### src/rtl/vga_pkg.sv
// Shared pattern-mode codes, default geometry and the per-pixel colour function
// for the VGA test-pattern source.
package vga_pkg;

  localparam logic [2:0] MODE_BLACK   = 3'd0;
  localparam logic [2:0] MODE_BARS    = 3'd1;
  localparam logic [2:0] MODE_HGRAD   = 3'd2;
  localparam logic [2:0] MODE_VGRAD   = 3'd3;
  localparam logic [2:0] MODE_CHECKER = 3'd4;
  localparam logic [2:0] MODE_XOR     = 3'd5;
  localparam logic [2:0] MODE_SCROLL  = 3'd6;
  localparam logic [2:0] MODE_WHITE   = 3'd7;

  localparam int unsigned H_ACTIVE  = 640;
  localparam int unsigned V_ACTIVE  = 480;
  localparam int unsigned BAR_W_DEF = 80;

  typedef struct packed {
    logic [7:0] r;
    logic [7:0] g;
    logic [7:0] b;
  } rgb_t;

  function automatic logic [7:0] fill8(input logic bit_v);
    return {8{bit_v}};
  endfunction

  // Raw colour before blanking; chk is the already-combined checker cell bit.
  function automatic rgb_t pattern_color(input logic [2:0] mode,
                                         input logic [2:0] bar_idx,
                                         input logic [7:0] h,
                                         input logic [7:0] v,
                                         input logic       chk,
                                         input logic [7:0] frame);
    rgb_t c;
    c = '0;
    case (mode)
      MODE_BLACK:   c = '0;
      MODE_BARS: begin
        c.r = fill8(~bar_idx[1]);
        c.g = fill8(~bar_idx[2]);
        c.b = fill8(~bar_idx[0]);
      end
      MODE_HGRAD: begin
        c.r = h;
        c.g = h;
        c.b = h;
      end
      MODE_VGRAD: begin
        c.r = v;
        c.g = 8'h00;
        c.b = ~v;
      end
      MODE_CHECKER: begin
        c.r = fill8(chk);
        c.g = fill8(chk);
        c.b = fill8(chk);
      end
      MODE_XOR: begin
        c.r = h ^ v;
        c.g = h;
        c.b = v;
      end
      MODE_SCROLL: begin
        c.r = h + frame;
        c.g = v + frame;
        c.b = frame;
      end
      MODE_WHITE: begin
        c.r = 8'hFF;
        c.g = 8'hFF;
        c.b = 8'hFF;
      end
      default: c = '0;
    endcase
    return c;
  endfunction

endpackage

### src/rtl/vga_bar_counter.sv
// Tracks which colour bar the current active pixel falls in; restarts every line
// while horizontal blanking is asserted.
module vga_bar_counter
  import vga_pkg::*;
#(
  parameter int unsigned BAR_W = BAR_W_DEF
) (
  input  logic       clk,
  input  logic       rst,
  input  logic       hblank_in,
  output logic [2:0] bar_idx
);

  localparam int unsigned PX_W = (BAR_W > 1) ? $clog2(BAR_W) : 1;
  localparam logic [PX_W-1:0] PX_LAST = PX_W'(BAR_W - 1);

  logic [PX_W-1:0] bar_px;

  always_ff @(posedge clk or posedge rst) begin
    if (rst) begin
      bar_px  <= '0;
      bar_idx <= '0;
    end else if (hblank_in) begin
      bar_px  <= '0;
      bar_idx <= '0;
    end else if (bar_px == PX_LAST) begin
      bar_px <= '0;
      // Saturate so any pixels beyond eight bars stay in the last (black) bar.
      if (bar_idx != 3'd7) begin
        bar_idx <= bar_idx + 3'd1;
      end
    end else begin
      bar_px <= bar_px + PX_W'(1);
    end
  end

endmodule

### src/rtl/vga_pattern_gen.sv
// VGA test-pattern source: frame-latched mode select, pattern mux stage and a
// blanking stage, with syncs carried through the same two flops.
module vga_pattern_gen
  import vga_pkg::*;
#(
  parameter int unsigned H_BITS    = 10,
  parameter int unsigned V_BITS    = 10,
  parameter int unsigned BAR_W     = BAR_W_DEF,
  parameter int unsigned CHK_SHIFT = 5
) (
  input  logic              clk,
  input  logic              rst,
  input  logic [2:0]        mode_in,
  input  logic [H_BITS-1:0] hpos,
  input  logic [V_BITS-1:0] vpos,
  input  logic              hblank_in,
  input  logic              vblank_in,
  input  logic              hsync_in,
  input  logic              vsync_in,
  output logic [7:0]        r,
  output logic [7:0]        g,
  output logic [7:0]        b,
  output logic              hsync_out,
  output logic              vsync_out,
  output logic [7:0]        frame
);

  logic [2:0] bar_idx;
  logic       vblank_q;
  logic       vblank_rise;
  logic [2:0] mode_q;
  rgb_t       pix_d;
  rgb_t       s1_pix_q;
  logic       s1_blank_q;
  logic       s1_hsync_q;
  logic       s1_vsync_q;
  logic       chk;
  logic       unused_hi;

  // Patterns only ever look at the low byte of the position.
  assign unused_hi = ^{hpos[H_BITS-1:8], vpos[V_BITS-1:8]};

  vga_bar_counter #(
    .BAR_W(BAR_W)
  ) u_bars (
    .clk      (clk),
    .rst      (rst),
    .hblank_in(hblank_in),
    .bar_idx  (bar_idx)
  );

  assign vblank_rise = vblank_in & ~vblank_q;

  // Mode and frame count move only on the vblank rising edge, so a frame never tears.
  always_ff @(posedge clk or posedge rst) begin
    if (rst) begin
      vblank_q <= 1'b0;
      mode_q   <= MODE_BLACK;
      frame    <= 8'h00;
    end else begin
      vblank_q <= vblank_in;
      if (vblank_rise) begin
        mode_q <= mode_in;
        frame  <= frame + 8'h01;
      end
    end
  end

  assign chk = hpos[CHK_SHIFT] ^ vpos[CHK_SHIFT];

  always_comb begin
    pix_d = pattern_color(mode_q, bar_idx, hpos[7:0], vpos[7:0], chk, frame);
  end

  always_ff @(posedge clk or posedge rst) begin
    if (rst) begin
      s1_pix_q   <= '0;
      s1_blank_q <= 1'b1;
      s1_hsync_q <= 1'b0;
      s1_vsync_q <= 1'b0;
    end else begin
      s1_pix_q   <= pix_d;
      s1_blank_q <= hblank_in | vblank_in;
      s1_hsync_q <= hsync_in;
      s1_vsync_q <= vsync_in;
    end
  end

  always_ff @(posedge clk or posedge rst) begin
    if (rst) begin
      r         <= 8'h00;
      g         <= 8'h00;
      b         <= 8'h00;
      hsync_out <= 1'b0;
      vsync_out <= 1'b0;
    end else begin
      r         <= s1_blank_q ? 8'h00 : s1_pix_q.r;
      g         <= s1_blank_q ? 8'h00 : s1_pix_q.g;
      b         <= s1_blank_q ? 8'h00 : s1_pix_q.b;
      hsync_out <= s1_hsync_q;
      vsync_out <= s1_vsync_q;
    end
  end

endmodule
### config.mk
export PLATFORM = sky130hd
export DESIGN_NAME = vga_pattern_gen
export DESIGN_NICKNAME = d
export VERILOG_FILES = /design/src/rtl/vga_pkg.sv /design/src/rtl/vga_bar_counter.sv /design/src/rtl/vga_pattern_gen.sv
export SDC_FILE = /design/constraint.sdc
export NUM_CORES = 1
export LEC_CHECK = 0
export BUFFER_PORTS_ARGS = -buffer_cell sky130_fd_sc_hd__buf_2
export CORE_ASPECT_RATIO = 0.7
export CORE_MARGIN = 2
export CORE_UTILIZATION = 51
export DETAILED_ROUTE_END_ITERATION = 12
export PLACE_DENSITY = 0.76
export RECOVER_POWER = 50
export SETUP_SLACK_MARGIN = 0.4
export SKIP_CTS_REPAIR_TIMING = 1
export SYNTH_ARGS = -nofsm -noshare
export SYNTH_HDL_FRONTEND = slang
export SYNTH_SLANG_ARGS = --single-unit
### constraint.sdc
create_clock -name clk -period 2.52 [get_ports clk]
set_clock_uncertainty 0.1 [all_clocks]
set_input_delay 0.504 -clock clk [delete_from_list [all_inputs] [get_ports clk]]
set_output_delay 0.504 -clock clk [all_outputs]
set_load 0.01 [all_outputs]
==> results.yml <==
outcome:
  status: "completed"
clocking:
  cts-root-buf: "clkbuf_8"
  clk_latency_ps: 340
  cts_tree: "yes"
  htree_num_levels: 3
  clkTransAtPathRegs_ps: 80
  cts_sinks: 75
  numCtsBuffers: 9
  cts_buffer_depth: 2
power_and_ir_drop:
  powerDensity_nw_per_um2: 916
  p_leak_uw: 0.00216
  p_clk_frac: 0.263
  power.total_uw: 4180
  p_switching_uw: 1390
  pwr-share-seq: 0.387
  intPower_uw: 2790
  peakVddDrop_uv: 641
  comb_power_share: 0.350
  swShare: 0.332
setup_path:
  r2r-start: "frame[1]"
  worstPathMaxFanout: 6
  worstRegToRegCells: 6
  worstReg2RegEnd: "s1_pix_q[21]"
  critical_path_class: "flip-flop to flip-flop"
  arrival_ps: 2240
  cp-end-kind: "flip-flop"
  cp-start-kind: "flip-flop"
  critPathRequiredTime_ps: 2650
  reg2reg_slack_ps: 410
synth:
  ys_types: 49
  ys_seq_elements: 75
  syn_area_per_cell_um2: 11.4
  ys_seq_area_frac: 0.489
  synthesis.nets: 387
  syn_inst: 338
  syn_area_um2: 3840
  yosys_warnings: 0
global_route:
  overflow: 0
  gr-usage-all-layers: 0.225
  grt_pass1_vias: 2847
  antenna_found_initial: 0
  grt_max_degree: 76
  grt_pass1_wl_mm: 14.4
route:
  drt-total-wl_mm: 8.65
  drt_pre_antenna_iters: 4
  viasPerCell: 5.68
  routedWlPerCell_um: 17.1
  drt.antenna.violating_nets: 0
  drc: 0
  drt_first_iter_violations: 238
  vias: 2879
hold_path:
  min_from: "hsync_in"
  min_to: "s1_hsync_q"
  min_delay_path_depth: 1
  hold_class: "input pin to flip-flop"
flow_run:
  cap_violations: 0
timing:
  rsz0062_at_grt: "true"
  setup_viol: 0
  relSlewSlack: 0.497
  tns_ps: 0
  min_period_ps: 2110
  finalHoldViolations: 0
  slew_violations: 0
  clock.fmax_mhz: 474
  finalCritPeriodShare: 0.838
  worst_slew_pin_slew_ps: 755
placed_design:
  gp_congestion: 0.923
  dp_hpwl_mm: 6.07
  io_buffers: 58
  placed_area_um2: 4260
final_layout:
  antenna-diode-count: 0
  nets: 453
  drive_gt1_frac: 0.269
  area_growth_pct: 18.9
  fin_area_um2: 4560
die:
  coreArea_um2: 7290
  die_w_um: 108
  die_h_um: 76.6
  dieArea_um2: 8250
  start_util: 0.527
  rows: 26
  io_pins: 63
placed cells by master, fill, tap and decap left out, types with 4 or more instances in the layout:
cell type,instances
xnor2_1,14
buf_2,56
a32oi_1,4
clkbuf_8,9
o21bai_1,4
a21oi_1,10
dfrtp_2,4
buf_4,8
mux2i_1,12
a22oi_1,5
xor2_1,17
a211oi_2,4
ha_1,15
inv_1,9
clkbuf_1,4
mux2_2,4
nor2_1,13
a221o_1,15
a22o_1,13
nor2b_1,32
dfrtp_1,70
nand2_1,15
o21ai_0,11
nand3_1,4
o211ai_1,4
layer usage:
layer  GRT usage  routed length, um  up-vias  share of wire
li1            -                  -     1352              -
met2       0.319               3880      114           0.45
met5           0                  0        -              0
met4      0.0885                112        0          0.013
met3      0.0470                564       13          0.065
met1       0.336               4100     1400           0.47
worst max-delay path by stage:
stage	startpoint	to	cells past startpoint
6_report	frame[1]	s1_pix_q[21]	6
5_1_grt	frame[0]	s1_pix_q[22]	7
4_1_cts	frame[0]	s1_pix_q[14]	7
3_5_place_dp	vpos[0]	s1_pix_q[14]	8
3_3_place_gp	vpos[0]	s1_pix_q[14]	8
2_1_floorplan	vpos[0]	s1_pix_q[14]	7
logic make-up (layout without fill, tap and decap cells):
family / Yosys count / after routing / synth area share
and+or+nand+nor: 83 / 83 / 0.119
adders and majority gates: 20 / 20 / 0.0691
muxes: 16 / 16 / 0.0430
buffers and inverters: 24 / 95 / 0.0267
AOI/OAI and AO/OA: 89 / 89 / 0.182
xor gates and xnor gates: 31 / 31 / 0.0707
DFF: 75 / 75 / 0.489
power groups by stage:
stage	logic, uW	registers, uW	clock network, uW
6_report	1460	1620	1100
2_1_floorplan	956	1620	0
3_3_place_gp	1300	1630	0
4_1_cts	1350	1620	1130
5_1_grt	1620	1640	1170
3_5_place_dp	1340	1640	0
cell type report:
class,count,area [um2]
Clock buffer,10,128
Fill cell,611,2720
Clock inverter,6,111
Timing Repair Buffer,69,383
Sequential cell,75,1880
Inverter,10,38.8
Multi-Input combinational cell,239,1900
Tap cell,98,123
cells in the mapped netlist (all sizes together):
cell | count | area (um2)
a211oi | 5 | 52.6
a21o | 4 | 31.3
a21oi | 12 | 63.8
a221o | 15 | 150
a221oi | 1 | 15.0
a22o | 13 | 114
a22oi | 5 | 37.5
a31o | 1 | 8.76
a32oi | 4 | 35.0
and2 | 2 | 12.5
and3 | 2 | 12.5
buf | 10 | 50.1
clkbuf | 4 | 15.0
dfrtp | 74 | 1850
dfstp | 1 | 26.3
fa | 2 | 40.0
ha | 18 | 225
inv | 10 | 37.5
mux2 | 4 | 45.0
mux2i | 12 | 120
nand2 | 15 | 56.3
nand2b | 3 | 18.8
nand3 | 4 | 20.0
nand3b | 1 | 7.51
nand4 | 2 | 12.5
nor2 | 14 | 52.6
nor2b | 34 | 215
nor3 | 2 | 10.0
nor4 | 1 | 21.3
o211ai | 4 | 30.0
o21a | 2 | 15.0
o21ai | 16 | 91.3
o21bai | 4 | 30.0
o311ai | 1 | 8.76
o31a | 1 | 8.76
o31ai | 1 | 7.51
or2 | 2 | 12.5
or3 | 1 | 6.26
xnor2 | 14 | 123
xor2 | 17 | 149
critical path: stages (launching register included):
cell and delay (ps):
dfrtp_2 490, ha_1 330, a211oi_2 260, nor2_2 110, o21a_1 190, or3_1 300
a31o_1 230
state kept, by name (all words and copies together) (netlist names), 3 cells and up:
register	flops
u_bars.bar_px	7
u_bars.bar_idx	3
s1_pix_q	24
r	8
mode_q	3
frame	8
g	8
b	8
stage by stage:
stage               hold slack, ps  setup WS (ps)  cells   util
floorplan                      231            405    338      -
global placement               238           96.9    487  0.584
detailed placement             238           82.0    487  0.584
CTS                            151            186    503  0.617
global route                   146            334    507  0.626
finish                         166            409    507  0.626
Note: power is estimated with default switching activity, not from simulation.
